File: src/rtl/mem_arbiter.sv
// Main-memory sequencer shared by the I-cache and D-cache: fixed-priority arbitration,
// 8-word pipelined block fills, single-word write-through stores and pipeline stalls.
//
// state  | meaning
// IDLE   | no memory traffic; arbitrate d_wr_req > d_miss > i_miss
// WRITE  | one-cycle store issue with d_wr_ack
// FILL_I | issue block reads and stream returning words into the I-cache
// FILL_D | issue block reads and stream returning words into the D-cache
module mem_arbiter #(
  parameter int ADDR_W  = 16,
  parameter int DATA_W  = 16,
  parameter int WORDS   = 8,
  parameter int MEM_LAT = 4
) (
  input  logic                      clk,
  input  logic                      rst_n,
  input  logic                      i_miss,
  input  logic [ADDR_W-1:0]         i_miss_addr,
  input  logic                      d_miss,
  input  logic [ADDR_W-1:0]         d_miss_addr,
  input  logic                      d_wr_req,
  input  logic [ADDR_W-1:0]         d_wr_addr,
  input  logic [DATA_W-1:0]         d_wr_data,
  output logic                      mem_en,
  output logic                      mem_wr,
  output logic [ADDR_W-1:0]         mem_addr,
  output logic [DATA_W-1:0]         mem_wdata,
  input  logic [DATA_W-1:0]         mem_rdata,
  input  logic                      mem_data_valid,
  output logic [DATA_W-1:0]         fill_data,
  output logic [$clog2(WORDS)-1:0]  fill_idx,
  output logic                      i_fill_we,
  output logic                      d_fill_we,
  output logic                      i_fill_done,
  output logic                      d_fill_done,
  output logic                      d_wr_ack,
  output logic                      i_stall,
  output logic                      d_stall
);

  localparam int IDX_W = $clog2(WORDS);
  localparam int CNT_W = IDX_W + 1;
  localparam int OFF_W = IDX_W + 1;
  localparam logic [CNT_W-1:0] ISSUE_END = CNT_W'(WORDS);
  localparam logic [IDX_W-1:0] LAST_IDX  = IDX_W'(WORDS - 1);

  typedef enum logic [1:0] {IDLE, WRITE, FILL_I, FILL_D} state_t;

  state_t            state, state_d;
  logic [CNT_W-1:0]  issue_cnt, issue_d;
  logic [IDX_W-1:0]  recv_cnt, recv_d;
  logic [ADDR_W-1:0] blk, blk_d;
  logic              filling;
  logic              unused_ok;

  // Byte offset within a block is irrelevant once the block base is captured.
  assign unused_ok = ^{i_miss_addr[OFF_W-1:0], d_miss_addr[OFF_W-1:0], (MEM_LAT != 0)};

  assign filling = (state == FILL_I) || (state == FILL_D);
  assign i_stall = i_miss;
  assign d_stall = d_miss | d_wr_req;

  always_ff @(posedge clk) begin
    if (!rst_n) begin
      state     <= IDLE;
      issue_cnt <= '0;
      recv_cnt  <= '0;
      blk       <= '0;
    end else begin
      state     <= state_d;
      issue_cnt <= issue_d;
      recv_cnt  <= recv_d;
      blk       <= blk_d;
    end
  end

  always_comb begin
    state_d     = state;
    issue_d     = issue_cnt;
    recv_d      = recv_cnt;
    blk_d       = blk;
    mem_en      = 1'b0;
    mem_wr      = 1'b0;
    mem_addr    = '0;
    mem_wdata   = '0;
    fill_data   = '0;
    fill_idx    = '0;
    i_fill_we   = 1'b0;
    d_fill_we   = 1'b0;
    i_fill_done = 1'b0;
    d_fill_done = 1'b0;
    d_wr_ack    = 1'b0;

    case (state)
      IDLE: begin
        if (d_wr_req) begin
          state_d = WRITE;
        end else if (d_miss) begin
          blk_d   = {d_miss_addr[ADDR_W-1:OFF_W], {OFF_W{1'b0}}};
          state_d = FILL_D;
        end else if (i_miss) begin
          blk_d   = {i_miss_addr[ADDR_W-1:OFF_W], {OFF_W{1'b0}}};
          state_d = FILL_I;
        end
      end

      WRITE: begin
        mem_en    = 1'b1;
        mem_wr    = 1'b1;
        mem_addr  = d_wr_addr;
        mem_wdata = d_wr_data;
        d_wr_ack  = 1'b1;
        state_d   = IDLE;
      end

      FILL_I, FILL_D: begin
        if (issue_cnt < ISSUE_END) begin
          mem_en   = 1'b1;
          mem_addr = {blk[ADDR_W-1:OFF_W], issue_cnt[IDX_W-1:0], 1'b0};
          issue_d  = issue_cnt + 1'b1;
        end
        // Read data is only accepted while a fill owns the memory; stale
        // returns after an abandoned fill land in IDLE and are dropped.
        if (filling && mem_data_valid) begin
          fill_data = mem_rdata;
          fill_idx  = recv_cnt;
          i_fill_we = (state == FILL_I);
          d_fill_we = (state == FILL_D);
          recv_d    = recv_cnt + 1'b1;
          if (recv_cnt == LAST_IDX) begin
            i_fill_done = (state == FILL_I);
            d_fill_done = (state == FILL_D);
            state_d     = IDLE;
            issue_d     = '0;
            recv_d      = '0;
          end
        end
      end

      default: state_d = IDLE;
    endcase
  end

endmodule

File: config.mk
export PLATFORM = sky130hd
export DESIGN_NAME = mem_arbiter
export DESIGN_NICKNAME = d
export VERILOG_FILES = /design/src/rtl/mem_arbiter.sv
export SDC_FILE = /design/constraint.sdc
export NUM_CORES = 1
export LEC_CHECK = 0
export ABC_AREA = 0
export CAP_MARGIN = 25
export CELL_PAD_IN_SITES_DETAIL_PLACEMENT = 1
export CELL_PAD_IN_SITES_GLOBAL_PLACEMENT = 2
export CORE_ASPECT_RATIO = 0.75
export CORE_UTILIZATION = 13
export CTS_BUF_LIST = sky130_fd_sc_hd__clkbuf_4 sky130_fd_sc_hd__clkbuf_8 sky130_fd_sc_hd__clkbuf_16
export CTS_CLUSTER_DIAMETER = 200
export CTS_CLUSTER_SIZE = 24
export DETAILED_ROUTE_END_ITERATION = 10
export PLACE_DENSITY = 0.74
export RECOVER_POWER = 25
export SLEW_MARGIN = 20
export SYNTH_ARGS = -nofsm -noshare
export SYNTH_HDL_FRONTEND = slang
export SYNTH_SLANG_ARGS = --single-unit
File: constraint.sdc
create_clock -name clk -period 1.3 [get_ports clk]
set_clock_uncertainty 0.1 [all_clocks]
set_input_delay 0.26 -clock clk [delete_from_list [all_inputs] [get_ports clk]]
set_output_delay 0.26 -clock clk [all_outputs]
set_load 0.01 [all_outputs]
==> reports/metrics.yaml <==
outcome: "finished, violations left"
violations: "negative setup slack"
ys_async_sr_fraction_pct: 0
setup_viol: 70
p_sw_uw: 744.2
ys_ff_latch: 21
cts_buffers: 3
switching_share_pct: 28.04
worstPathCellList: "nor2b_4, buf_8, buf_6, a22o_1, buf_2"
end_kind: "output port"
wl_per_cell_um: 15.05
p_comb_share_pct: 47.8
drt-initial-drc-count: 21
dieHeight_um: 94.92
tritoncts: "done"
ir_worst_vdd_mv: 0.5287
numPortBuffers: 137
leakage_uw: 0.001813
antenna_cells: 0
seq_area_frac_synth_pct: 28.09
power_uw: 2655
synthesis.area_um2: 1496
crit_arrival_ps: 1390
final_common_cell: "clkdlybuf4s50_1"
yosys_warnings: 0
tightestPinTransition_ps: 210.8
wl_met2_mm: 3.491
gp_congestion: 0.6951
maxCapViolCount: 0
final_nets: 442
powerDensity_nw_per_um2: 705.8
highest_layer: "met4"
rsz0062_at_grt: "true"
pwr-share-seq_pct: 27.6
max_freq_ghz: 0.5726
p_int_uw: 1910
relSlewSlack_pct: 85.54
synthCells: 174
ctsLongestPathBuffers: 2
grt_max_degree: 13
avgSynthCellArea_um2: 8.600
dp_cells: 466
slew_violations: 0
final_cell_count_no_fill: 490
start_util_pct: 13.52
area.growth.synth_to_final_pct: 151.3
grt_pass1_wl_mm: 11.13
critPathLaunchType: "register"
fin_util_pct: 33.99
layout_common_cells: "clkdlybuf4s50_1 (74), buf_6 (40), buf_4 (30)"
synth-main-ff-cell: "dfxtp_1"
htreeDepth: 1
period_minus_slack_ps: 1746
first_global_vias: 2047
dieArea_um2: 11950
final_area_um2: 3761
pwr-share-clk_pct: 24.6
grt_use_total_pct: 11.95
viasPerCell: 4.049
synthDistinctLibCells: 29
clock_insertion_delay_worst_skew_ps: 250
place_hpwl_mm: 5.404
critical_path_class: "reg2out"
antenna_found_initial: 0
worstHoldPathType: "reg2reg"
vias: 1984
gr-total-overflow: 0
drt_pass1_iterations: 4
syn_nets: 265
met1_length_mm: 3.482
fp.dieW_um: 125.9
finalCritPeriodShare_pct: 134.3
synth_edf_count: 0
cts-root-buf: "clkbuf_16"
max_stage_delay_ps: 360
fin_ws_ps: -446.3
wl_met3_um: 361
cts-hold-fix-buffers: 0
crit_fanout: 6
ant_nets: 0
clk_pin_slew_worst_paths_ps: 60
routed_wl_mm: 7.375
core-area_um2: 11070
timing_hold_violations_final: 0
drc: 0
drive_above_1_share_pct: 48.00
required_ps: 940
placementRows: 33
io_pins: 146
clock_sink_count: 21
placed_cell_area_um2: 3237
crit_slowest_cell: "dfxtp_4"
==> routing by layer <==
| layer | GRT usage, % | up-vias |
|---|---|---|
| met3 | 2.096 | 2 |
| met1 | 16.18 | 932 |
| met4 | 1.807 | 0 |
| met5 | 0 | - |
| met2 | 20.17 | 66 |
| li1 | - | 984 |
==> cells by family after synthesis <==
kind of cell / after synthesis / share of synthesized area, %
flops: 21 / 28.09
buf+inv: 21 / 7.524
compound gates: 34 / 20.15
simple gates: 78 / 30.10
fa+ha+maj: 5 / 4.181
mux: 14 / 9.364
xor+xnor: 1 / 0.5854
==> path summary, 6_finish.rpt <==
check | from | endpoint | slack, ps | depth (start not counted)
max | state[1]$_SDFFE_PN0P_ | mem_addr[9] | -450 | 5
min | blk[11]$_SDFFE_PN0P_ | blk[11]$_SDFFE_PN0P_ | 400 | 1
max reg2reg | state[1]$_SDFFE_PN0P_ | blk[12]$_SDFFE_PN0P_ | -40 | 6
min reg2reg | blk[11]$_SDFFE_PN0P_ | blk[11]$_SDFFE_PN0P_ | 400 | 1
==> registers in the layout (all words and copies together), names as in the netlist <==
signal and cells:
blk 12, issue_cnt 4, recv_cnt 3, state 2
==> repair_timing <==
item / CTS / global route
gates cloned: 6 / 0
setup endpoints to repair: 81 / 77
pin swaps: 32 / 11
gates resized for setup: 318 / 20
setup buffers: 15 / 1
==> stage by stage <==
step                hold WS (ps)  setup WS, ps  setup TNS, ps
finish                     403.0        -446.3         -20330
global route               428.5        -508.0         -24920
CTS                        409.1        -466.7         -22810
detailed placement         391.8        -773.3         -41240
global placement           384.0        -755.4         -40190
floorplan                  347.3        -11.91         -189.5
==> cells in the mapped netlist (2+ instances only) <==
library cell	instances	area (um^2)
nor2_1	5	18.77
a22o_1	15	131.4
a21boi_1	4	30.03
nor2b_1	4	25.02
nand2_1	7	26.28
buf_4	2	15.01
ha_1	5	62.56
o211a_1	12	120.1
buf_2	9	45.04
or2_1	2	12.51
buf_6	2	22.52
mux2i_1	14	140.1
and3_1	20	125.1
clkbuf_1	6	22.52
and2_1	20	125.1
nand3_1	14	70.07
dfxtp_1	21	420.4
==> area by class of cell <==
class                           count  area [um^2]
Fill cell                        1264         7305
Inverter                            1        3.754
Clock buffer                        3        75.07
Timing Repair Buffer              191         1871
Tap cell                          140        175.2
Multi-Input combinational cell    133         1204
Sequential cell                    21        427.9
Clock inverter                      1        5.005
==> power groups by stage <==
| stage | clock network [uW] | registers (uW) | logic (uW) |
|---|---|---|---|
| 2_1_floorplan | 0 | 738 | 410 |
| 5_1_grt | 708 | 740 | 1360 |
| 3_3_place_gp | 0 | 741 | 999 |
| 3_5_place_dp | 0 | 743 | 1010 |
| 4_1_cts | 680 | 733 | 1260 |
| 6_report | 653 | 732 | 1270 |
==> critical path, delay by kind of cell, from the launching register on <==
family                 cells  cell delay, ps
AOI/OAI and AO/OA          1             140
buffers and inverters      3             410
DFF                        1             360
and+or+nand+nor            1             220
(Power assumes the default switching activity.)
